File: config.mk
export PLATFORM = sky130hd
export DESIGN_NAME = load_store_unit_flat
export DESIGN_NICKNAME = d
export VERILOG_FILES = /design/src/rtl/lsu_pkg.sv /design/src/rtl/load_store_unit_if.sv /design/src/rtl/lsu_lane_align.sv /design/src/rtl/load_store_unit.sv /design/src/flat_wrapper.sv
export SDC_FILE = /design/constraint.sdc
export NUM_CORES = 1
export LEC_CHECK = 0
export CAP_MARGIN = 20
export CORE_MARGIN = 4
export CORE_UTILIZATION = 49
export CTS_CLUSTER_SIZE = 40
export DETAILED_ROUTE_END_ITERATION = 10
export PLACE_DENSITY = 0.89
export SYNTH_ARGS = -nofsm -noshare
export SYNTH_HDL_FRONTEND = slang
export SYNTH_SLANG_ARGS = --single-unit
File: constraint.sdc
create_clock -name clk -period 2.55 [get_ports clk]
set_input_delay 0.255 -clock clk [delete_from_list [all_inputs] [get_ports clk]]
set_output_delay 0.255 -clock clk [all_outputs]
set_load 0.03 [all_outputs]
File: src/rtl/lsu_pkg.sv
// rtl/lsu_pkg.sv - shared types, funct3 codes and alignment helper for the load/store unit
package lsu_pkg;

    localparam int ADDR_W = 64;
    localparam int DATA_W = 64;

    typedef enum logic [2:0] {
        IDLE  = 3'd0,
        LD    = 3'd1,
        ST_RD = 3'd2,
        ST_WR = 3'd3,
        RESP  = 3'd4
    } state_t;

    typedef enum logic [1:0] {
        SZ_B = 2'd0,
        SZ_H = 2'd1,
        SZ_W = 2'd2,
        SZ_D = 2'd3
    } size_t;

    localparam logic [2:0] F3_B  = 3'b000;
    localparam logic [2:0] F3_H  = 3'b001;
    localparam logic [2:0] F3_W  = 3'b010;
    localparam logic [2:0] F3_D  = 3'b011;
    localparam logic [2:0] F3_BU = 3'b100;
    localparam logic [2:0] F3_HU = 3'b101;
    localparam logic [2:0] F3_WU = 3'b110;

    function automatic logic is_misaligned(input size_t size, input logic [2:0] offset);
        case (size)
            SZ_B:    return 1'b0;
            SZ_H:    return offset[0];
            SZ_W:    return |offset[1:0];
            default: return |offset;
        endcase
    endfunction

endpackage

File: src/rtl/load_store_unit_if.sv
// rtl/load_store_unit_if.sv - core request/response and data-memory interfaces of the load/store unit
interface lsu_core_if #(
    parameter int ADDR_W = 64,
    parameter int DATA_W = 64
);
    logic              req_valid;
    logic              req_ready;
    logic              req_is_store;
    logic [2:0]        req_funct3;
    logic [ADDR_W-1:0] req_addr;
    logic [DATA_W-1:0] req_wdata;
    logic              resp_valid;
    logic [DATA_W-1:0] resp_rdata;
    logic              resp_err;

    modport master (
        output req_valid, req_is_store, req_funct3, req_addr, req_wdata,
        input  req_ready, resp_valid, resp_rdata, resp_err
    );

    modport slave (
        input  req_valid, req_is_store, req_funct3, req_addr, req_wdata,
        output req_ready, resp_valid, resp_rdata, resp_err
    );
endinterface

interface lsu_mem_if #(
    parameter int ADDR_W = 64,
    parameter int DATA_W = 64
);
    logic              mem_read;
    logic              mem_write;
    logic [ADDR_W-1:0] mem_addr;
    logic [DATA_W-1:0] mem_wdata;
    logic [DATA_W-1:0] mem_rdata;

    modport master (
        output mem_read, mem_write, mem_addr, mem_wdata,
        input  mem_rdata
    );

    modport slave (
        input  mem_read, mem_write, mem_addr, mem_wdata,
        output mem_rdata
    );
endinterface

File: src/rtl/lsu_lane_align.sv
// rtl/lsu_lane_align.sv - byte-lane extract/extend for loads and lane merge for read-modify-write stores
module lsu_lane_align
    import lsu_pkg::*;
(
    input  logic [2:0]        offset,
    input  size_t             size,
    input  logic              is_unsigned,
    input  logic [DATA_W-1:0] rdata,
    input  logic [DATA_W-1:0] wdata,
    output logic [DATA_W-1:0] load_data,
    output logic [DATA_W-1:0] merge_data
);

    logic [5:0]        shamt;
    logic [DATA_W-1:0] lane;
    logic [DATA_W-1:0] size_mask;
    logic [DATA_W-1:0] lane_mask;

    always_comb begin
        shamt     = {offset, 3'b000};
        lane      = rdata >> shamt;
        size_mask = '1;
        load_data = lane;
        case (size)
            SZ_B: begin
                size_mask = 64'h0000_0000_0000_00FF;
                load_data = is_unsigned ? {56'b0, lane[7:0]} : {{56{lane[7]}}, lane[7:0]};
            end
            SZ_H: begin
                size_mask = 64'h0000_0000_0000_FFFF;
                load_data = is_unsigned ? {48'b0, lane[15:0]} : {{48{lane[15]}}, lane[15:0]};
            end
            SZ_W: begin
                size_mask = 64'h0000_0000_FFFF_FFFF;
                load_data = is_unsigned ? {32'b0, lane[31:0]} : {{32{lane[31]}}, lane[31:0]};
            end
            default: begin
                size_mask = '1;
                load_data = lane;
            end
        endcase
        // Only the addressed lanes take store data; the rest keep what memory returned.
        lane_mask  = size_mask << shamt;
        merge_data = (rdata & ~lane_mask) | ((wdata << shamt) & lane_mask);
    end

endmodule

File: src/rtl/load_store_unit.sv
// rtl/load_store_unit.sv - RV64 load/store unit: one request at a time, read-modify-write for narrow stores
module load_store_unit
    import lsu_pkg::*;
#(
    parameter int ADDR_W = 64,
    parameter int DATA_W = 64
) (
    input  logic       clk,
    input  logic       rst_n,
    lsu_core_if.slave  core,
    lsu_mem_if.master  mem
);

    state_t            state;
    state_t            state_nxt;
    logic [2:0]        f3_q;
    logic [2:0]        off_q;
    logic [DATA_W-1:0] wdata_q;
    logic [DATA_W-1:0] load_data;
    logic [DATA_W-1:0] merge_data;

    size_t             req_size;
    logic              req_bad;

    assign req_size = size_t'(core.req_funct3[1:0]);
    assign req_bad  = (core.req_funct3 == 3'b111)
                    | (core.req_is_store & core.req_funct3[2])
                    | is_misaligned(req_size, core.req_addr[2:0]);

    always_ff @(posedge clk) begin
        if (!rst_n) state <= IDLE;
        else        state <= state_nxt;
    end

    // Strobes come from the state register alone; rst_n gating kills them in the reset cycle.
    always_comb begin
        state_nxt      = state;
        core.req_ready = 1'b0;
        core.resp_valid = 1'b0;
        mem.mem_read   = 1'b0;
        mem.mem_write  = 1'b0;
        case (state)
            IDLE: begin
                core.req_ready = 1'b1;
                if (core.req_valid) begin
                    if (req_bad)                 state_nxt = RESP;
                    else if (!core.req_is_store) state_nxt = LD;
                    else if (req_size == SZ_D)   state_nxt = ST_WR;
                    else                         state_nxt = ST_RD;
                end
            end
            LD: begin
                mem.mem_read = rst_n;
                state_nxt    = RESP;
            end
            ST_RD: begin
                mem.mem_read = rst_n;
                state_nxt    = ST_WR;
            end
            ST_WR: begin
                mem.mem_write = rst_n;
                state_nxt     = RESP;
            end
            RESP: begin
                core.resp_valid = 1'b1;
                state_nxt       = IDLE;
            end
            default: state_nxt = IDLE;
        endcase
    end

    always_ff @(posedge clk) begin
        if (!rst_n) begin
            core.resp_rdata <= '0;
            core.resp_err   <= 1'b0;
            mem.mem_addr    <= '0;
            mem.mem_wdata   <= '0;
            f3_q            <= '0;
            off_q           <= '0;
            wdata_q         <= '0;
        end else begin
            case (state)
                IDLE: begin
                    if (core.req_valid) begin
                        f3_q         <= core.req_funct3;
                        off_q        <= core.req_addr[2:0];
                        wdata_q      <= core.req_wdata;
                        mem.mem_addr <= {core.req_addr[ADDR_W-1:3], 3'b000};
                        if (req_bad) begin
                            core.resp_rdata <= '0;
                            core.resp_err   <= 1'b1;
                        end else if (core.req_is_store && req_size == SZ_D) begin
                            mem.mem_wdata <= core.req_wdata;
                        end
                    end
                end
                LD: begin
                    core.resp_rdata <= load_data;
                    core.resp_err   <= 1'b0;
                end
                ST_RD: mem.mem_wdata <= merge_data;
                ST_WR: begin
                    core.resp_rdata <= '0;
                    core.resp_err   <= 1'b0;
                end
                default: ;
            endcase
        end
    end

    lsu_lane_align u_lane_align (
        .offset      (off_q),
        .size        (size_t'(f3_q[1:0])),
        .is_unsigned (f3_q[2]),
        .rdata       (mem.mem_rdata),
        .wdata       (wdata_q),
        .load_data   (load_data),
        .merge_data  (merge_data)
    );

endmodule

File: src/flat_wrapper.sv
// flat-port wrapper written by rule: the top's interface ports become plain ports
module load_store_unit_flat import lsu_pkg::*;
#(
    parameter int ADDR_W = 64,
    parameter int DATA_W = 64
)
  (clk, rst_n, core_req_valid, core_req_is_store, core_req_funct3, core_req_addr, core_req_wdata, core_req_ready, core_resp_valid, core_resp_rdata, core_resp_err, mem_mem_read, mem_mem_write, mem_mem_addr, mem_mem_wdata, mem_mem_rdata);
  lsu_core_if #(.ADDR_W(ADDR_W), .DATA_W(DATA_W)) core_i ();
  lsu_mem_if #(.ADDR_W(ADDR_W), .DATA_W(DATA_W)) mem_i ();
  input  logic clk;
  input  logic rst_n;
  input wire logic [$bits(core_i.req_valid)-1:0] core_req_valid;
  input wire logic [$bits(core_i.req_is_store)-1:0] core_req_is_store;
  input wire logic [$bits(core_i.req_funct3)-1:0] core_req_funct3;
  input wire logic [$bits(core_i.req_addr)-1:0] core_req_addr;
  input wire logic [$bits(core_i.req_wdata)-1:0] core_req_wdata;
  output wire logic [$bits(core_i.req_ready)-1:0] core_req_ready;
  output wire logic [$bits(core_i.resp_valid)-1:0] core_resp_valid;
  output wire logic [$bits(core_i.resp_rdata)-1:0] core_resp_rdata;
  output wire logic [$bits(core_i.resp_err)-1:0] core_resp_err;
  output wire logic [$bits(mem_i.mem_read)-1:0] mem_mem_read;
  output wire logic [$bits(mem_i.mem_write)-1:0] mem_mem_write;
  output wire logic [$bits(mem_i.mem_addr)-1:0] mem_mem_addr;
  output wire logic [$bits(mem_i.mem_wdata)-1:0] mem_mem_wdata;
  input wire logic [$bits(mem_i.mem_rdata)-1:0] mem_mem_rdata;
  assign core_i.req_valid = core_req_valid;
  assign core_i.req_is_store = core_req_is_store;
  assign core_i.req_funct3 = core_req_funct3;
  assign core_i.req_addr = core_req_addr;
  assign core_i.req_wdata = core_req_wdata;
  assign core_req_ready = core_i.req_ready;
  assign core_resp_valid = core_i.resp_valid;
  assign core_resp_rdata = core_i.resp_rdata;
  assign core_resp_err = core_i.resp_err;
  assign mem_mem_read = mem_i.mem_read;
  assign mem_mem_write = mem_i.mem_write;
  assign mem_mem_addr = mem_i.mem_addr;
  assign mem_mem_wdata = mem_i.mem_wdata;
  assign mem_i.mem_rdata = mem_mem_rdata;
  load_store_unit #(.ADDR_W(ADDR_W), .DATA_W(DATA_W)) u_core (.clk(clk), .rst_n(rst_n), .core(core_i), .mem(mem_i));
endmodule
# Word level (Yosys, flattened, before mapping)
# Index checks and enable logic that the tools add are counted.
[totals]
elab_cells = 72
rom_bits = 0
latch_bits = 0
n_memories = 0
output_inout_bits = 197
reg_bits = 263
mem_bits_rw = 0
input_bits = 199
[op_classes]
n_reduce_logical = 15
div_mod_pow = 0
add_sub_neg = 0
shift = 3
n_mux = 25
bitwise = 7
multipliers = 0
order_cmp = 0
eq_ne = 14
[ops]
columns = ["operator", "n"]
rows = [
  ["case mux 64 bit (3 select lines)", 3],
  ["two-way mux 64 bit", 8],
  ["AND 64 bit", 2],
  ["case mux 64 bit (2 select lines)", 1],
  ["left shift 64 x 6 -> 64 bit", 2],
  ["NOT 64 bit", 1],
  ["OR 64 bit", 1],
  [">> shifter 64 x 6 -> 64 bit", 1],
  ["two-way mux 3 bit", 3],
  ["case mux 3 bit (3 select lines)", 1],
  ["two-way mux 1 bit", 7],
  ["equality test 2 bit (second input constant)", 3],
  ["equality test 3 x 2 -> 1 bit (second input constant)", 2],
  ["equality test 3 bit (second input constant)", 2],
  ["AND reduction 3 bit", 2],
  ["OR reduction 2 bit", 3],
  ["equality test 2 x 1 -> 1 bit (second input constant)", 2],
  ["zero test 2 bit", 2],
  ["!= test 2 x 1 -> 1 bit (second input constant)", 2],
  ["!= test 2 bit (second input constant)", 2],
  ["AND reduction 4 bit", 1],
  ["nonzero test 2 bit", 2],
  ["equality test 3 x 1 -> 1 bit (second input constant)", 1],
  ["zero test 3 bit", 1],
  ["other kinds (8)", 9],
]

# Logic depth before layout (Yosys ltp)
[depth]
depth_word = 7
mapped_depth = 10
ltp_nobuf = 5

# Cells and area by module
# A second synthesis with hierarchy kept.
[hier_totals]
hier_cells = 1753
area_unflattened_um2 = 14792.9
[modules_own_cells]
columns = ["module", "cells_each", "area_per_inst_um2", "seq_area_each_um2", "n_inst"]
rows = [
  ["load_store_unit", 1100, 10602.7, 5265.0, 1],
  ["lsu_lane_align", 653, 4190.3, 0.0, 1],
]

# Worst setup path after synthesis
# OpenSTA, ideal clock, no wires.
[synth_path]
path_kind = "register -> register"
from = "register u_core.state[2]"
to = "register u_core.wdata_q[60]"
slack_ns = 0.368
t_required_ns = 2.479
stages_incl_launch_ff = 9
t_arrival_ns = 2.111
cell_sequence = "dfxtp_1 -> buf_2 -> nor3_1 -> and2_1 -> clkbuf_1 -> buf_2 -> buf_2 -> nand2_1 -> a21oi_1"
[synth_between]
elab_chain_cells = 2
[synth_lines]
columns = ["element", "line", "source"]
rows = [
  ["start: declaration", "load_store_unit.sv:14", "state_t state;"],
  ["start signal: assignment", "load_store_unit.sv:32", "else state <= state_nxt;"],
  ["zero test 3 bit", "load_store_unit.sv:82", "case (state)"],
  ["AND reduction 2 bit (no source line)", "--", ""],
  ["end signal: assignment", "load_store_unit.sv:87", "wdata_q <= core.req_wdata;"],
  ["end: declaration", "load_store_unit.sv:18", "logic [DATA_W-1:0] wdata_q;"],
]
# No other way between the ends.
# A chain may end at the register's enable or synchronous reset.

# Worst setup path after layout
[layout_path]
from = "register u_core.off_q[0]"
to = "register u_core.core.resp_rdata[3]"
[layout_between]
elab_chain_cells = 4
elab_cells_between_ends = 6
cone_classes = "1 x shift; 5 x mux"
[layout_lines]
columns = ["element", "line", "source"]
rows = [
  ["start: declaration", "load_store_unit.sv:17", "logic [2:0] off_q;"],
  ["start signal: assignment", "load_store_unit.sv:86", "off_q <= core.req_addr[2:0];"],
  [">> shifter 64 x 6 -> 64 bit (*)", "lsu_lane_align.sv:21", "lane = rdata >> shamt;"],
  ["two-way mux 64 bit (on tied branches)", "lsu_lane_align.sv:35, lsu_lane_align.sv:27, lsu_lane_align.sv:31", ""],
  ["case mux 64 bit (3 select lines) (*)", "lsu_lane_align.sv:24", "case (size)"],
  ["case mux 64 bit (3 select lines) (*)", "load_store_unit.sv:82", ""],
  ["end signal: assignment", "load_store_unit.sv:98", "core.resp_rdata <= load_data;"],
  ["end: declaration", "load_store_unit_if.sv:23", "output req_ready, resp_valid, resp_rdata, resp_err"],
]
# Mark *: on every way between the ends. The rest lies on a longest branch, timed or not.

==> results.cfg <==
[status]
outcome = complete, no violations

[timing]
fin_max_slew_vios = 0
fin_hold_ws_ps = 245
timing_limited_maximum_frequency_mhz = 409
setup_viol = 0
post-route-period-util_pct = 95.9
period_minus_slack_ps = 2440
final.setup.worst_slack_ps = 106
timing_worst_slew_pin_value_ps = 763
post_route_skew_ps = 13.9
timing.final.hold_violations = 0
maxSlewHeadroom_pct = 47.7
rsz0062_at_grt = no

[global_route]
initial_antenna_violation_count = 0
first_pass_grt_wire_length_um = 85400
grtUsageTotal_pct = 34.9
grt.overflow.total = 0
via_count_of_the_first_global_routing_pass = 14159
grt_start_max_net_pins = 95

[layout]
final_nets = 2179
diodes = 0
area_delta_synth_final_pct = 38.5
final_common_cell = sky130_fd_sc_hd__clkdlybuf4s50_1
mostFrequentLayoutCells = sky130_fd_sc_hd__clkdlybuf4s50_1 (390), sky130_fd_sc_hd__nand2_1 (350), sky130_fd_sc_hd__dfxtp_1 (261)
fraction_of_final_layout_cells_sized_beyond_drive_strength_1_pct = 13.6
design_area_um2 = 19500
fin_cells = 2380

[setup_path]
timing.critical_path.from_type = register
cp_data_required_time_ps = 2980
critPathArrivalTime_ps = 2880
cp_common_cell = sky130_fd_sc_hd__mux2i_1
endpoint = u_core.core.resp_rdata[3]
crit_fanout = 29
startpoint = u_core.off_q[0]
critical_path.reg2reg.startpoint = u_core.off_q[0]
critPathKind = reg -> reg
worst-r2r-setup-slack_ps = 110
worstSetupPathDepth = 6
largest_delay_contributor_family_on_the_critical_path = multiplexers
critPathBufInv = 1
crit_path_cell_trace = buf_12 -> mux2i_1 -> mux2i_1 -> mux2_2 -> a22oi_1 -> nor2_1
worstReg2RegEnd = u_core.core.resp_rdata[3]
worst_setup_path_end_kind = register
critical_path.slowest_cell = sky130_fd_sc_hd__mux2i_1
r2r_cells = 6
worst_path_largest_cell_delay_ps = 680

[flow_run]
max_cap_viols = 0

[clock_tree]
post_cts_repair_resize_count = 0
clock_latency_reported_for_the_late_side_of_the_worst_skew_pair_ps = 550
post-cts-setup-buffer-count = 0
cts_made_buffers = 28
clock_edge_transition_at_the_registers_on_the_reported_setup_and_hold_paths_ps = 60
cts_tree = yes
deepest_clock_path_buffer_count = 3
clock_sink_count = 263
cts_hold_buffers = 0
cts.htree.levels = 1
root_buffer = sky130_fd_sc_hd__clkbuf_16

[detailed_routing]
post_drt_via_cell_ratio = 6.19
detail_routed_net_length_per_standard_cell_um = 24.4
final_antenna_net_count = 0
starting_drt_drc_count = 1809
drt_drc_violations_left = 0
finalWirelength_um = 58100
via_count = 14742
detailedRoute.firstPassIterationCount = 6

[synth]
synth_enable_flop_cells = 0
synth_top_area_share_pct = 37.4
ys_seq_area_share_pct = 37.4
synth_flop_type = sky130_fd_sc_hd__dfxtp_1
synth_largest_area_cell = sky130_fd_sc_hd__dfxtp_1
synth.lib_cells_used.distinct = 70
syn_inst = 1623
post_synth_main_area_contributors = sky130_fd_sc_hd__dfxtp_1 (37%), sky130_fd_sc_hd__nand2_1 (9.4%), sky130_fd_sc_hd__mux2i_1 (9.0%), sky130_fd_sc_hd__mux4_2 (7.8%), sky130_fd_sc_hd__a21oi_1 (7.2%)
syn_area_um2 = 14100
fraction_of_synthesis_flops_using_an_asynchronous_set_or_reset_pin_pct = 0
postSynthAreaPerCell_um2 = 8.67
ys_seq_elements = 263
yosysWarnings = 0

[placement]
gp_congestion = 1.05
post-dp-hpwl_um = 44400
port_buffers = 392
post_dp_cell_area_um2 = 18500
placed_cells = 2328
place_ws_ps = -18.4

[floorplanning]
placement_rows = 61
initial_cell_density_of_the_core_pct = 50.1
die_area_um2 = 31500
total_i_o_pin_count = 396
fp.coreArea_um2 = 28100
fp.dieW_um = 177
vertical_die_dimension_um = 177

[power]
ir_drop_mv = 0.554
power.total_w = 0.0115
power.density_cell_area_nw_per_um2 = 592
power.static_leakage_nw = 7.55

[worst_hold_path]
holdCritPathClass = in -> reg
[final cells by class]
class	instances	area, um2
fill	2134	8600
inverter	18	70.1
multi-input combinational	1195	8040
timing repair buffer	474	4700
tap	378	473
clock buffer	43	828
sequential	263	5270
clock inverter	9	109
[per-layer routing]
metal / GRT usage, % / vias up / routed length, um
met5: 0 / - / 0
met4: 15.4 / 0 / 3030
met3: 9.76 / 197 / 7000
met2: 54.1 / 1067 / 25800
met1: 45.7 / 6963 / 22200
li1: - / 6515 / -
[cell usage after synthesis, types with 4 or more instances]
cell and number:
sky130_fd_sc_hd__a2111oi_0 6, sky130_fd_sc_hd__a211oi_1 15, sky130_fd_sc_hd__a21oi_1 202, sky130_fd_sc_hd__a221o_1 16, sky130_fd_sc_hd__a221oi_1 7, sky130_fd_sc_hd__a22o_1 17
sky130_fd_sc_hd__a22oi_1 9, sky130_fd_sc_hd__a31oi_1 4, sky130_fd_sc_hd__and2_1 4, sky130_fd_sc_hd__buf_2 45, sky130_fd_sc_hd__buf_4 13, sky130_fd_sc_hd__buf_6 9
sky130_fd_sc_hd__clkbuf_1 77, sky130_fd_sc_hd__dfxtp_1 263, sky130_fd_sc_hd__inv_1 17, sky130_fd_sc_hd__mux2_2 69, sky130_fd_sc_hd__mux2i_1 127, sky130_fd_sc_hd__mux4_2 49
sky130_fd_sc_hd__nand2_1 352, sky130_fd_sc_hd__nand2b_1 7, sky130_fd_sc_hd__nor2_1 80, sky130_fd_sc_hd__nor2b_1 10, sky130_fd_sc_hd__nor4_1 7, sky130_fd_sc_hd__o211ai_1 15
sky130_fd_sc_hd__o21ai_0 97, sky130_fd_sc_hd__o21ai_1 4, sky130_fd_sc_hd__o22a_1 8, sky130_fd_sc_hd__o22ai_1 22, sky130_fd_sc_hd__o2bb2ai_1 9, sky130_fd_sc_hd__o31ai_1 8
[cells by family after synthesis]
group	share of synthesized area (%)
XOR/XNOR	0.0622
AND/OR/NAND/NOR	14.0
flip-flops	37.4
buffers and inverters	5.84
AO/OA/AOI/OAI	20.0
multiplexers	22.7
other	0.0266
[power breakdown]
part / total, W / internal, W / switching (W)
combinational: 0.00282 / 0.00122 / 0.00159
sequential: 0.00455 / 0.00432 / 0.000232
clock: 0.00417 / 0.00245 / 0.00172
[worst register-to-register path, stage by stage, from the launching register on]
cell,delay [ps]
sky130_fd_sc_hd__dfxtp_4,640
sky130_fd_sc_hd__buf_12,300
sky130_fd_sc_hd__mux2i_1,700
sky130_fd_sc_hd__mux2i_1,160
sky130_fd_sc_hd__mux2_2,320
sky130_fd_sc_hd__a22oi_1,160
sky130_fd_sc_hd__nor2_1,50
[how the worst min path moves through the flow]
| stage | from | to | slack [ps] | cells past startpoint |
|---|---|---|---|---|
| after floorplan | core_req_wdata[56] | u_core.wdata_q[56] | 390 | 2 |
| after global placement | u_core.core.resp_rdata[41] | u_core.core.resp_rdata[41] | 440 | 2 |
| after detailed placement | u_core.core.resp_err | u_core.core.resp_err | 440 | 2 |
| after CTS | core_req_addr[34] | u_core.mem.mem_addr[34] | 230 | 3 |
| after global routing | core_req_addr[53] | u_core.mem.mem_addr[53] | 240 | 3 |
| final | core_req_addr[34] | u_core.mem.mem_addr[34] | 240 | 3 |
[registers in the layout, summed over array words and instances, names as in the netlist]
| signal | cells |
|---|---|
| u_core.core.resp_rdata | 64 |
| u_core.mem.mem_wdata | 64 |
| u_core.wdata_q | 64 |
| u_core.mem.mem_addr | 61 |
| u_core.f3_q | 3 |
| u_core.off_q | 3 |
| u_core.state | 3 |
| u_core.core.resp_err | 1 |
[through the flow]
| stage | TNS [ps] | utilization [%] |
|---|---|---|
| after global placement | 0 | 66.0 |
| final | 0 | 69.4 |
| after global routing | 0 | 69.4 |
| after CTS | 0 | 69.4 |
| after detailed placement | -55.0 | 66.0 |
| after floorplan | 0 | - |
Note: power is estimated with default switching activity, not from simulation.
